`config.mk`:
```
export PLATFORM = sky130hd
export DESIGN_NAME = mac_tile_ctrl
export DESIGN_NICKNAME = d
export VERILOG_FILES = /design/src/rtl/mac_ctrl_pkg.sv /design/src/rtl/mac_tile_ctrl.sv
export SDC_FILE = /design/constraint.sdc
export NUM_CORES = 1
export LEC_CHECK = 0
export BUFFER_PORTS_ARGS = -buffer_cell sky130_fd_sc_hd__buf_2
export CORE_ASPECT_RATIO = 1.1
export CORE_MARGIN = 4
export CORE_UTILIZATION = 37
export CTS_CLUSTER_DIAMETER = 100
export DETAILED_ROUTE_END_ITERATION = 16
export PLACE_DENSITY_LB_ADDON = 0.05
export SETUP_SLACK_MARGIN = 0.4
export SLEW_MARGIN = 0
export SYNTH_ARGS = -nofsm -noshare
export SYNTH_HDL_FRONTEND = slang
export SYNTH_SLANG_ARGS = --single-unit
```
`constraint.sdc`:
```
create_clock -name clk -period 1.6 [get_ports clk]
set_input_delay 0.08 -clock clk [delete_from_list [all_inputs] [get_ports clk]]
set_output_delay 0.08 -clock clk [all_outputs]
set_load 0.05 [all_outputs]
```
`src/rtl/mac_ctrl_pkg.sv`:
```
// mac_ctrl_pkg: shared lane count, FSM state encoding and lane-slice helper for mac_tile_ctrl
package mac_ctrl_pkg;
    localparam int LANES = 4;
    typedef enum logic [1:0] {IDLE = 2'd0, ACC = 2'd1, OUT = 2'd2} state_e;
    function automatic int lane_lo(input int lane, input int width);
        return lane * width;
    endfunction
endpackage

```
`src/rtl/mac_tile_ctrl.sv`:
```
// mac_tile_ctrl: sequences 4-lane x/w groups into an external MAC datapath and emits the accumulated dot product
// Ports: clk/reset_n (async active-low); start+num_grp launch a job, busy while not idle;
//        in_valid/in_ready/in_x/in_w operand handshake; mac_x/mac_w/mac_psum drive the datapath,
//        mac_out returns its combinational result; out_valid/out_ready/out_data result handshake.
// Optional (MAC_TILE_CTRL_STALL_CNT_EN): stall_cnt counts saturating input-starved ACC cycles per job.
module mac_tile_ctrl
    import mac_ctrl_pkg::*;
#(
    parameter int bw      = 4,
    parameter int psum_bw = 16,
    parameter int len_bw  = 8
) (
    input  logic                  clk,
    input  logic                  reset_n,
    input  logic                  start,
    input  logic [len_bw-1:0]     num_grp,
    output logic                  busy,
    input  logic                  in_valid,
    output logic                  in_ready,
    input  logic [LANES*bw-1:0]   in_x,
    input  logic [LANES*bw-1:0]   in_w,
    output logic [LANES*bw-1:0]   mac_x,
    output logic [LANES*bw-1:0]   mac_w,
    output logic [psum_bw-1:0]    mac_psum,
    input  logic [psum_bw-1:0]    mac_out,
    output logic                  out_valid,
    input  logic                  out_ready,
    output logic [psum_bw-1:0]    out_data
`ifdef MAC_TILE_CTRL_STALL_CNT_EN
    ,
    output logic [15:0]           stall_cnt
`endif
);
    state_e              state_q, state_d;
    logic [psum_bw-1:0]  acc_q, acc_d;
    logic [len_bw-1:0]   cnt_q, cnt_d;
    logic                in_acc;
    assign in_acc    = state_q == ACC;
    assign busy      = state_q != IDLE;
    assign in_ready  = in_acc;
    assign out_valid = state_q == OUT;
    assign out_data  = out_valid ? acc_q : '0;
    // datapath inputs are gated to zero outside ACC to suppress toggling
    assign mac_x     = in_acc ? in_x : '0;
    assign mac_w     = in_acc ? in_w : '0;
    assign mac_psum  = in_acc ? acc_q : '0;
    always_comb begin
        state_d = state_q;
        acc_d   = acc_q;
        cnt_d   = cnt_q;
        case (state_q)
            IDLE: if (start) begin
                acc_d   = '0;
                cnt_d   = num_grp;
                state_d = num_grp != '0 ? ACC : OUT;
            end
            ACC: if (in_valid) begin
                acc_d   = mac_out;
                cnt_d   = cnt_q - len_bw'(1);
                state_d = cnt_q == len_bw'(1) ? OUT : ACC;
            end
            OUT: state_d = out_ready ? IDLE : OUT;
            default: state_d = IDLE;
        endcase
    end
`ifdef MAC_TILE_CTRL_STALL_CNT_EN
    logic [15:0] stall_q, stall_d;
    assign stall_cnt = stall_q;
    always_comb
        stall_d = (state_q == IDLE && start) ? 16'd0 :
                  (in_acc && !in_valid && stall_q != 16'hFFFF) ? stall_q + 16'd1 : stall_q;
    always_ff @(posedge clk or negedge reset_n)
        if (!reset_n) stall_q <= '0;
        else stall_q <= stall_d;
`endif
    always_ff @(posedge clk or negedge reset_n) begin
        if (!reset_n) begin
            state_q <= IDLE;
            acc_q   <= '0;
            cnt_q   <= '0;
        end else begin
            state_q <= state_d;
            acc_q   <= acc_d;
            cnt_q   <= cnt_d;
        end
    end
endmodule

```
# ---- After elaboration in Yosys (flattened, before gate mapping)
# Index checks and enable logic that the tools add are counted.
dict set report word_totals {
  regBits 26
  input_bits 61
  out_inout_bits 67
  elab_cells 31
}
dict set report classes {
  n_addsub 1
  n_eq_ne 5
  n_mux 16
  reduce_logical 6
}
# op n
set ops {}
lappend ops {{$mux W16} 6}
lappend ops {{$pmux W16 S2} 1}
lappend ops {{$mux W8} 2}
lappend ops {{$pmux W8 S2} 1}
lappend ops {{$mux W2} 5}
lappend ops {{$eq A8 B1 Y1 const B} 1}
lappend ops {{$reduce_bool A8 Y1} 1}
lappend ops {{$sub A8 B1 Y8 const B} 1}
lappend ops {{$pmux W2 S3} 1}
lappend ops {{$ne A2 B2 Y1 const B} 2}
lappend ops {{$reduce_bool A2 Y1} 2}
lappend ops {{$reduce_and A3 Y1} 1}
lappend ops {{$eq A2 B1 Y1 const B} 1}
lappend ops {{$eq A2 B2 Y1 const B} 1}
lappend ops {{$logic_not A2 Y1} 1}
lappend ops {{$reduce_and A2 Y1} 1}

# ---- Longest topological paths before layout
dict set report depth {
  word_depth 4
  mapped_depth 6
  mapped_depth_nobuf 6
}

# ---- Worst setup path before layout
# OpenSTA, ideal clock, no wires.
dict set report synth_path {
  kind {flip-flop to output port}
  start {register state_q[1]}
  end {output out_data[10]}
  arrival_ns 1.477
  slack_ns 0.043
  stages_incl_launch_ff 4
  n_path_buf 1
  path_cell_list {dfrtp_1 -> and2b_1 -> buf_2 -> and2_1}
}
dict set report synth_via {
  elab_chain_len 2
}
# item line_no
set synth_lines {}
lappend synth_lines {{start, declared} mac_tile_ctrl.sv:34} ;# state_e state_q, state_d;
lappend synth_lines {{start signal, assigned} mac_tile_ctrl.sv:82} ;# state_q <= state_d;
lappend synth_lines {{$eq A2 B2 Y1} mac_tile_ctrl.sv:41} ;# assign out_valid = state_q == OUT;
lappend synth_lines {{net out_valid} mac_tile_ctrl.sv:26} ;# output logic out_valid,
lappend synth_lines {{$mux W16} mac_tile_ctrl.sv:42} ;# assign out_data = out_valid ? acc_q : '0;
lappend synth_lines {{end, declared} mac_tile_ctrl.sv:28} ;# output logic [psum_bw-1:0] out_data
# The timed path passes the listed nets, and every way through them passes these cells.

# ---- Final worst setup path
dict set report layout_path {
  start {register state_q[0]}
  end {register acc_q[14]}
}
dict set report layout_via {
  elab_chain_len 3
}
# item line_no
set layout_lines {}
lappend layout_lines {{$eq A2 B1 Y1 or $logic_not A2 Y1 (tied branches)} mac_tile_ctrl.sv:51} ;# case (state_q)
lappend layout_lines {{$ne A2 B2 Y1 (no source line) or $reduce_bool A2 Y1 (tied branches)} n/a}
lappend layout_lines {{$reduce_and A3 Y1 (no source line)} n/a}
lappend layout_lines {{end signal, assigned} mac_tile_ctrl.sv:79} ;# acc_q <= '0;
lappend layout_lines {{end signal, assigned} mac_tile_ctrl.sv:83} ;# acc_q <= acc_d;
lappend layout_lines {{end, declared} mac_tile_ctrl.sv:35} ;# logic [psum_bw-1:0] acc_q, acc_d;
# Parallel ways exist; a longest one is shown, timed or not.
# A chain may end at the register's enable or synchronous reset.

==> summary.txt <==
Global route
  – Largest net degree at the start of global routing: 27
  – Vias in the first global route: 2323
  – Antenna violations before repair: 0
  – Gr usage total: 26.14%
  – First-pass GRT wire length: 11.92 mm
  – Total grt overflow: 0

Detailed routing
  – Met1 WL: 3.522 mm
  – Average wire per standard cell: 24.60 microns
  – Highest metal used: met4
  – Via density: 5.914
  – DR DRC count: 0
  – WL met3: 999 microns
  – Met2 routed WL: 5.707 mm
  – Vias: 2614
  – Antenna viol nets, final: 0
  – DR iter-0 viols: 174
  – DRT Pass-1 Iters: 4
  – Final wirelength: 10.87 mm

CTS
  – Num Clock Sinks: 26
  – CTS tree: built
  – CTS Buf Count: 3
  – CTS root buffer: clkbuf_8
  – Clk buf depth: 2
  – Clk slew on worst S/H paths: 0.11 ns
  – H-tree levels: 1
  – Worst skew pair latency: 0.29 ns

Setup path
  – Worst R2R Setup Slack: -0.12 ns
  – Nature of the critical path endpoint: flip-flop
  – Reg-to-Reg End: acc_q[14]$_DFFE_PN0P_
  – Max Fanout on Critical Path: 6
  – Crit path launch type: flip-flop
  – Worst path required time: 1.82 ns
  – Setup CP Type: flip-flop to flip-flop
  – Worst Path Arrival: 1.94 ns
  – Worst R2R Start: state_q[0]$_DFFE_PN0P_
  – Worst reg-to-reg path cell count: 9

Final layout
  – Final #Nets: 452
  – Fill count: 116
  – Fraction of layout instances using a drive strength above 1: 76.03%
  – Diodes inserted: 0
  – P&R area growth vs syn: 140.3%
  – Fin cells: 442

Timing
  – RSZ-0062 raised after global routing: yes
  – Fin worst setup slack: -0.1175 ns
  – Worst-Margin Slew: 0.6577 ns
  – Final hold vios: 0
  – Period minus WS final: 1.717 ns
  – Hold WS: 0.01656 ns
  – Final Slew Violations: 0
  – Rel. slew slack: 56.15%
  – Final setup fails: 46
  – Max Freq: 582.2 MHz
  – Post-route setup TNS: -0.8971 ns
  – Clock skew: 0.004965 ns
  – Final period utilization: 107.3%

Status
  – Run status: complete, but fails checks
  – Violated checks: negative setup slack

Logic synthesis
  – Compound-Gate Fraction of Synth Area: 9.411%
  – Count leader, synth: and2_1
  – Post-synth top area cell: dfrtp_1
  – Top-area cell type share of the netlist area: 37.36%
  – Yosys cell types: 35
  – Largest family of logic cells by synthesized area: simple AND/OR/NAND/NOR gates
  – Synth top cells by count: 64 x and2_1, 43 x nand2_1, 26 x dfrtp_1
  – Post-synthesis mux area share: 1.149%
  – Post-Syn Instances: 218
  – Post-synth top flop: dfrtp_1
  – Syn nets: 281
  – Post-synth EDFFs: 0
  – Mapped cell area: 1742 sq um
  – XOR/XNOR share of the synthesized area: 0%
  – Post-synth ARST share: 100.0%
  – Dominant cells by area after synthesis: dfrtp_1 37%, and2_1 23%, nand2_1 9.3%
  – Sequential area share after synthesis: 37.36%
  – Yosys Warn Count: 0
  – Syn Area/Cell: 7.989 sq um
  – Flops & latches, synth: 26
  – Area share of fa/ha/maj cells after synthesis: 1.437%
  – Post-synthesis simple-gate area fraction: 46.05%

Placement
  – HPWL after detailed placement: 4.055 mm
  – Final GP Congestion: 0.7872
  – Placed Cells: 395
  – Buffers on Ports: 127

Power and ir drop
  – Peak supply drop: 1082 uV
  – Power per Cell Area: 1793 nW/um^2
  – LEAKAGE: 2.113 nW

Floorplan
  – Starting Density: 39.49%
  – Die area: 5870 sq um
  – Core area: 4410 sq um
  – Die H: 79.96 microns
  – Boundary Pins: 128
  – Chip width: 73.42 microns
  – Cell Rows: 25

Run
  – Max-cap violations: 0

Worst hold path
  – Worst Hold Class: input pin to flip-flop
  – Hold Path Depth: 3
  – Endpoint, Worst Hold: acc_q[8]$_DFFE_PN0P_
  – Hold_sp: mac_out[8]
## state kept, by name, indices dropped and copies added, names as in the netlist
signal,cells
acc_q,16
cnt_q,8
state_q,2
## layer usage
metal,vias to the layer above,GRT usage [%]
li1,1068,-
met1,1260,30.44
met2,227,49.82
met3,59,4.156
met4,0,4.529
met5,-,0
## stage by stage
stage | total power [W] | cell area, sq um | util [%] | setup slack [ns]
after floorplan | 0.003695 | 1931 | - | 0.1211
after detailed placement | 0.004347 | 2616 | 59.32 | 0.05627
final | 0.007505 | 4185 | 94.89 | -0.1175
after global routing | 0.007702 | 4185 | 94.89 | -0.1196
after CTS | 0.006354 | 3720 | 84.34 | 0.06313
after global placement | 0.004310 | 2616 | 59.32 | 0.1039
## cells in the final DEF (no fill, tap or decap), drive strengths merged
cell / instances
nor4: 5
or3: 1
ha: 2
dlygate4sd3: 1
buf: 171
and2b: 4
a2bb2oi: 1
dfrtp: 26
o22ai: 2
nor3: 1
nand2b: 3
o211ai: 2
a31oi: 1
bufbuf: 1
a21o: 1
nand2: 43
nor2b: 1
nor4bb: 1
o31a: 1
and2: 64
inv: 4
nand4: 1
mux2i: 2
nand3: 20
o21ai: 5
a21oi: 9
and3: 1
or3b: 1
bufinv: 1
clkbuf: 7
nor2: 2
o31ai: 1
nand4b: 1
o221a: 1
## worst max-delay path, stage by stage, from the launching register on
cell	delay (ns)
dfrtp_2	0.44
buf_6	0.15
buf_6	0.11
nand2b_4	0.15
a21oi_4	0.18
buf_12	0.15
buf_12	0.12
clkbuf_16	0.13
nand3_2	0.08
nand2_1	0.13
## logic make-up (layout without fill, tap and decap cells)
logic type | after synthesis | in the layout
adder cells (fa/ha/maj) | 2 | 2
multiplexers | 2 | 2
AND/OR/NAND/NOR | 146 | 149
flip-flops | 26 | 26
buffers and inverters | 18 | 185
AO/OA/AOI/OAI | 24 | 24
## repair_timing
action	4_1_cts	5_1_grt
setup endpoints to repair	90	93
gates resized for setup	213	70
hold buffers	1	0
setup buffers	21	8
hold endpoints to repair	26	0
gates cloned	9	4
pin swaps	14	64
## power breakdown
part           switching [W]  total (W)  internal (W)
Sequential          0.000339    0.00125      0.000908
Combinational        0.00296    0.00567       0.00271
Clock               0.000255   0.000591      0.000336
## how the worst max path moves through the flow
stage / from / to / slack, ns / cells after the start
finish: state_q[0]$_DFFE_PN0P_ / acc_q[14]$_DFFE_PN0P_ / -0.12 / 9
global route: state_q[0]$_DFFE_PN0P_ / acc_q[14]$_DFFE_PN0P_ / -0.12 / 9
CTS: state_q[1]$_DFFE_PN0P_ / mac_x[8] / 0.06 / 5
detailed placement: cnt_q[1]$_DFFE_PN0P_ / cnt_q[6]$_DFFE_PN0P_ / 0.06 / 6
global placement: cnt_q[1]$_DFFE_PN0P_ / cnt_q[6]$_DFFE_PN0P_ / 0.10 / 6
floorplan: cnt_q[0]$_DFFE_PN0P_ / cnt_q[6]$_DFFE_PN0P_ / 0.12 / 6
## layout make-up
type	count	area, sq um	share of cell area (%)
Clock buffer	3	41.29	0.9865
Sequential cell	26	653.1	15.61
Inverter	4	15.01	0.3587
Clock inverter	1	30.03	0.7175
Timing Repair Buffer	177	1952	46.64
Tap cell	54	67.56	1.614
Multi-Input combinational cell	177	1426	34.08
(Power assumes the default switching activity.)
